### config.mk
export PLATFORM = sky130hd
export DESIGN_NAME = imem_boot_loader
export DESIGN_NICKNAME = d
export VERILOG_FILES = /design/src/rtl/imem_boot_loader_pkg.sv /design/src/rtl/imem_boot_loader_timeout.sv /design/src/rtl/imem_boot_loader.sv
export SDC_FILE = /design/constraint.sdc
export NUM_CORES = 1
export LEC_CHECK = 0
export CAP_MARGIN = 15
export CORE_ASPECT_RATIO = 0.75
export CORE_MARGIN = 2
export CORE_UTILIZATION = 50
export CTS_BUF_LIST = sky130_fd_sc_hd__clkbuf_4
export CTS_CLUSTER_DIAMETER = 40
export DETAILED_ROUTE_END_ITERATION = 8
export HOLD_SLACK_MARGIN = 0.12
export PLACE_DENSITY_LB_ADDON = 0.08
export SLEW_MARGIN = 20
export SYNTH_ARGS = -nofsm -noshare
export SYNTH_HDL_FRONTEND = slang
export SYNTH_SLANG_ARGS = --single-unit
### constraint.sdc
create_clock -name clk -period 5.1 [get_ports clk]
set_input_delay 0.51 -clock clk [delete_from_list [all_inputs] [get_ports clk]]
set_output_delay 0.51 -clock clk [all_outputs]
set_load 0.03 [all_outputs]
### src/rtl/imem_boot_loader_pkg.sv
// imem_boot_loader_pkg
// Shared constants for the instruction-memory boot loader:
//   - FSM state encoding (IDLE/LOAD/DRAIN/RUN/ERR)
//   - err_code values (ERR_NONE/ERR_LEN/ERR_TIMEOUT)
//   - default instruction memory depth in bytes
package imem_boot_loader_pkg;

    localparam int DEFAULT_DEPTH = 36;

    localparam logic [2:0] ST_IDLE  = 3'd0;
    localparam logic [2:0] ST_LOAD  = 3'd1;
    localparam logic [2:0] ST_DRAIN = 3'd2;
    localparam logic [2:0] ST_RUN   = 3'd3;
    localparam logic [2:0] ST_ERR   = 3'd4;

    localparam logic [1:0] ERR_NONE    = 2'd0;
    localparam logic [1:0] ERR_LEN     = 2'd1;
    localparam logic [1:0] ERR_TIMEOUT = 2'd2;

endpackage

### src/rtl/imem_boot_loader_timeout.sv
// imem_ld_timeout
// Saturating idle-cycle counter guarding the byte stream during a load.
// Ports:
//   clk     - rising-edge clock
//   rst_n   - synchronous active-low reset
//   clr     - zero the counter (load start or accepted byte)
//   en      - count one idle cycle
//   expired - this idle cycle is the TIMEOUT-th in a row
module imem_ld_timeout #(
    parameter int TIMEOUT = 1024,
    parameter int TW      = 11
) (
    input  logic clk,
    input  logic rst_n,
    input  logic clr,
    input  logic en,
    output logic expired
);

    localparam logic [TW-1:0] LIMIT = TW'(TIMEOUT);

    logic [TW-1:0] cnt;

    always_ff @(posedge clk) begin
        if (!rst_n) begin
            cnt <= '0;
        end else if (clr) begin
            cnt <= '0;
        end else if (en && (cnt != LIMIT)) begin
            cnt <= cnt + TW'(1);
        end
    end

    // Flags the idle cycle that brings the count to TIMEOUT, so the FSM
    // leaves LOAD on that same edge rather than one cycle later.
    assign expired = en && (cnt >= (LIMIT - TW'(1)));

endmodule

### src/rtl/imem_boot_loader.sv
// imem_boot_loader
// Loads a little-endian byte stream into the byte-addressed instruction
// memory, holding the core in stall until the load completes, then
// releasing it with a one-cycle start pulse.
// Ports:
//   clk, rst_n          - clock, synchronous active-low reset
//   ld_start, ld_len    - load request and byte count
//   ld_valid, ld_data   - byte stream input; ld_ready acknowledges
//   mem_we/waddr/wdata  - registered byte write to instruction memory
//   cpu_hold, cpu_start - core stall request and release pulse
//   busy, err, err_code - status (LOAD/DRAIN, ERR state, error reason)
//   ld_sum, ld_count    - mod-256 sum and count of accepted bytes
module imem_boot_loader
    import imem_boot_loader_pkg::*;
#(
    parameter int DEPTH   = DEFAULT_DEPTH,
    parameter int AW      = 6,
    parameter int LW      = 7,
    parameter int TIMEOUT = 1024,
    parameter int TW      = 11
) (
    input  logic          clk,
    input  logic          rst_n,
    input  logic          ld_start,
    input  logic [LW-1:0] ld_len,
    input  logic          ld_valid,
    input  logic [7:0]    ld_data,
    output logic          ld_ready,
    output logic          mem_we,
    output logic [AW-1:0] mem_waddr,
    output logic [7:0]    mem_wdata,
    output logic          cpu_hold,
    output logic          cpu_start,
    output logic          busy,
    output logic          err,
    output logic [1:0]    err_code,
    output logic [7:0]    ld_sum,
    output logic [LW-1:0] ld_count
);

    logic [2:0]    state;
    logic [LW-1:0] len_q;
    logic          accept;
    logic          last_byte;
    logic          start_zero;
    logic          start_bad;
    logic          load_go;
    logic          to_expired;

    assign ld_ready  = (state == ST_LOAD);
    assign accept    = ld_valid && ld_ready;
    assign last_byte = accept && ((ld_count + LW'(1)) == len_q);

    // Lengths must be whole words and fit the memory.
    assign start_zero = (ld_len == '0);
    assign start_bad  = (ld_len[1:0] != 2'b00) || (ld_len > LW'(DEPTH));
    assign load_go    = ld_start && !start_zero && !start_bad &&
                        ((state == ST_IDLE) || (state == ST_RUN) || (state == ST_ERR));

    assign cpu_hold = (state != ST_RUN);
    assign busy     = (state == ST_LOAD) || (state == ST_DRAIN);
    assign err      = (state == ST_ERR);

    imem_ld_timeout #(
        .TIMEOUT (TIMEOUT),
        .TW      (TW)
    ) u_timeout (
        .clk     (clk),
        .rst_n   (rst_n),
        .clr     (load_go || accept),
        .en      ((state == ST_LOAD) && !accept),
        .expired (to_expired)
    );

    always_ff @(posedge clk) begin
        if (!rst_n) begin
            state     <= ST_IDLE;
            len_q     <= '0;
            mem_we    <= 1'b0;
            mem_waddr <= '0;
            mem_wdata <= '0;
            cpu_start <= 1'b0;
            err_code  <= ERR_NONE;
            ld_sum    <= '0;
            ld_count  <= '0;
        end else begin
            mem_we    <= accept;
            cpu_start <= 1'b0;
            if (accept) begin
                mem_waddr <= ld_count[AW-1:0];
                mem_wdata <= ld_data;
                ld_count  <= ld_count + LW'(1);
                ld_sum    <= ld_sum + ld_data;
            end

            case (state)
                ST_IDLE, ST_RUN, ST_ERR: begin
                    if (ld_start) begin
                        err_code <= ERR_NONE;
                        if (start_zero) begin
                            // Already running: a zero-length request is a no-op.
                            cpu_start <= (state != ST_RUN);
                            state     <= ST_RUN;
                        end else if (start_bad) begin
                            state    <= ST_ERR;
                            err_code <= ERR_LEN;
                        end else begin
                            state    <= ST_LOAD;
                            len_q    <= ld_len;
                            ld_count <= '0;
                            ld_sum   <= '0;
                        end
                    end
                end
                ST_LOAD: begin
                    if (last_byte) begin
                        state <= ST_DRAIN;
                    end else if (to_expired) begin
                        state    <= ST_ERR;
                        err_code <= ERR_TIMEOUT;
                    end
                end
                ST_DRAIN: begin
                    state     <= ST_RUN;
                    cpu_start <= 1'b1;
                end
                default: begin
                    state <= ST_IDLE;
                end
            endcase
        end
    end

endmodule

==> impl_metrics.yaml <==
logic_synthesis:
  synth_ff_type: "dfxtp_1"
  yosysWarnings: 0
  synth.most_common_cell: "dfxtp_1"
  synthDominantCellAreaShare: 0.390
  synthCells: 325
  syn_nets: 355
  synth_cell_types: 50
  ys_seq_area_frac: 0.390
  ys_ff_latch: 54
  synth_edf_count: 0
  synthArstFlopShare: 0
  yosysTopAreaCell: "dfxtp_1"
  syn-cell-area_um2: 2780
  avgSynthCellArea_um2: 8.54
  synth_area_leaders: "dfxtp_1 (39%), nand2_1 (6.9%), xnor2_1 (5.4%), ha_1 (4.5%), nor2_1 (4.5%)"
  synth_common_cells: "dfxtp_1 (54), nand2_1 (51), nor2_1 (33)"
finish:
  regArea_um2: 1080
  fillers: 492
  num_antenna_cells: 0
  drive_gt1_frac: 0.0580
  area_delta_synth_final_pct: 25.1
  nets: 408
  multi_input_area_um2: 1590
clock_network:
  postCtsHoldBufs: 0
  cts-resized-gates: 0
  cts_max_level: 2
  numCtsBuffers: 5
  clock_sinks: 54
  clkTransAtPathRegs_ps: 160
  post_cts_buffers: 0
  cts_buffer_depth: 2
  clkLatencyLatePin_ps: 370
  cts_tree: "yes"
  cts-root-buf: "clkbuf_4"
die:
  dieHeight_um: 68.5
  rows: 23
  die_w_um: 90.0
  dieArea_um2: 6170
  start_util: 0.518
  core_um2: 5350
  ios: 56
timing:
  drv_slew: 0
  fin_crit_ps: 2490
  worst_slack_ps: 2610
  tns_ps: 0
  hold_violations: 0
  fin_crit_sh: 0.487
  fmax_ghz: 0.402
  skew_ps: 15.2
  rsz0062_at_grt: "no"
  worst_pin_slew_ps: 806
  setup_viol: 0
  slew_headroom: 0.463
setup_path:
  critical_path.startpoint: "state[1]$_SDFFE_PN0P_"
  cp_max_fo: 20
  cp.required_ps: 5380
  cp-start-kind: "register"
  r2r_start: "state[1]$_SDFFE_PN0P_"
  critPathKind: "reg2reg"
  worstPathArrival_ps: 2760
  cp-end-kind: "register"
power_and_ir_drop:
  comb_power_share: 0.169
  p_int_uw: 603
  ir_worst_vdd_uv: 149
  seq_power_share: 0.540
  switchingPower_uw: 227
  powerDensity_nw_per_um2: 239
  switching_share: 0.273
  leakage_uw: 0.00122
  pwr-share-clk: 0.291
grt:
  grt_pass1_wl_mm: 9.59
  grt_pass1_vias: 2068
  antenna_found_initial: 0
  grt_max_degree: 35
  overflow: 0
  grtUsageTotal: 0.192
job:
  max_cap_viol_count: 0
worst_hold_path:
  hold_path.class: "reg2reg"
  hp-start: "len_q[0]$_SDFFE_PN0P_"
run_status:
  outcome: "complete, no violations"
placement:
  portBuffers: 55
  gp_routability_congestion: 0.783
  pre_cts_slack_ps: 2190
  hpwl_mm: 4.06
route:
  avgRoutedWirePerCell_um: 12.4
  drc_errors: 0
  wl_mm: 5.62
  detail_route.first_pass.iterations: 4
  vias_per_cell: 5.10
  antenna_left: 0
  vias: 2317
  drtIter0Drc: 107
==> metal layers <==
metal | vias to the layer above | track usage | wire length (µm)
met5 | - | 0 | 0
met4 | 0 | 0.0462 | 40
met3 | 4 | 0.0391 | 268
met2 | 54 | 0.300 | 2300
met1 | 1048 | 0.278 | 3010
li1 | 1211 | - | -
==> final timing paths <==
| path | slack, ps | cells after the start | to |
|---|---|---|---|
| min | 450 | 2 | len_q[0]$_SDFFE_PN0P_ |
| max reg2reg | 2610 | 5 | u_timeout.cnt[0]$_SDFFE_PP0P_ |
| min reg2reg | 450 | 2 | len_q[0]$_SDFFE_PN0P_ |
| max | 2610 | 5 | u_timeout.cnt[0]$_SDFFE_PP0P_ |
==> cell families (layout without fill, tap and decap cells) <==
| family | count (synthesis) | in the layout | synth area share |
|---|---|---|---|
| adders and majority gates | 11 | 11 | 0.0523 |
| AOI/OAI and AO/OA | 67 | 67 | 0.167 |
| xor gates and xnor gates | 25 | 25 | 0.0789 |
| muxes | 5 | 5 | 0.0185 |
| buffers and inverters | 26 | 80 | 0.0433 |
| and+or+nand+nor | 137 | 137 | 0.251 |
| DFF | 54 | 54 | 0.390 |
==> state kept, by name, indices dropped and copies added (netlist names) <==
| signal | count |
|---|---|
| mem_we | 1 |
| u_timeout.cnt | 11 |
| mem_waddr | 6 |
| ld_count | 7 |
| len_q | 7 |
| cpu_start | 1 |
| ld_sum | 8 |
| state | 3 |
| mem_wdata | 8 |
| err_code | 2 |
==> worst max-delay path, stage by stage (launching register included) <==
cell      delay (ps)
dfxtp_1          650
nand3b_1         220
a21bo_4          290
o31ai_4          700
nand2b_1         450
nor2_1            90
==> power by group through the flow <==
stage	combinational (µW)	sequential, µW	clock (µW)
floorplan	82.8	463	0
global placement	140	457	0
detailed placement	141	457	0
CTS	141	448	253
global route	154	451	266
finish	140	448	241
==> cell usage in the layout (no fill, tap or decap), types with 2 or more instances in the layout <==
cell type | Yosys | layout
a21o_1 | 3 | 3
nor3_1 | 8 | 8
nor2_1 | 33 | 33
a21oi_1 | 18 | 18
nand2_1 | 51 | 51
nor2b_1 | 9 | 9
nand4_1 | 4 | 4
ha_1 | 10 | 10
dfxtp_1 | 54 | 54
or3_1 | 4 | 4
nand3_1 | 6 | 6
a21boi_0 | 15 | 15
mux2i_1 | 4 | 4
and3_1 | 3 | 3
o21ai_0 | 13 | 13
and2_1 | 3 | 3
xor2_1 | 8 | 8
a22oi_1 | 2 | 2
or4_1 | 3 | 3
o21a_1 | 3 | 3
nand2b_1 | 3 | 3
xnor2_1 | 17 | 17
nor3b_1 | 2 | 2
inv_1 | 14 | 14
clkbuf_4 | 0 | 5
clkdlybuf4s50_1 | 0 | 55
buf_4 | 0 | 3
==> through the flow <==
step                      cells  area (µm²)  hold WS [ps]  utilization  total power [µW]
final                       454        3470           452        0.648               830
after global routing        454        3470           474        0.648               871
after CTS                   454        3470           455        0.648               843
after detailed placement    446        3390           433        0.633               598
after global placement      446        3390           428        0.633               597
after floorplan             325        2780           420            -               546
==> final cells by class <==
class	count	share of cell area
clock inverters	3	0.0126
multi-input cells	245	0.458
inverters	14	0.0151
flip-flops and latches	54	0.311
repair buffers	58	0.165
clock buffers	5	0.0108
well taps	75	0.0270
No activity file was read; power rests on OpenSTA's default activity.
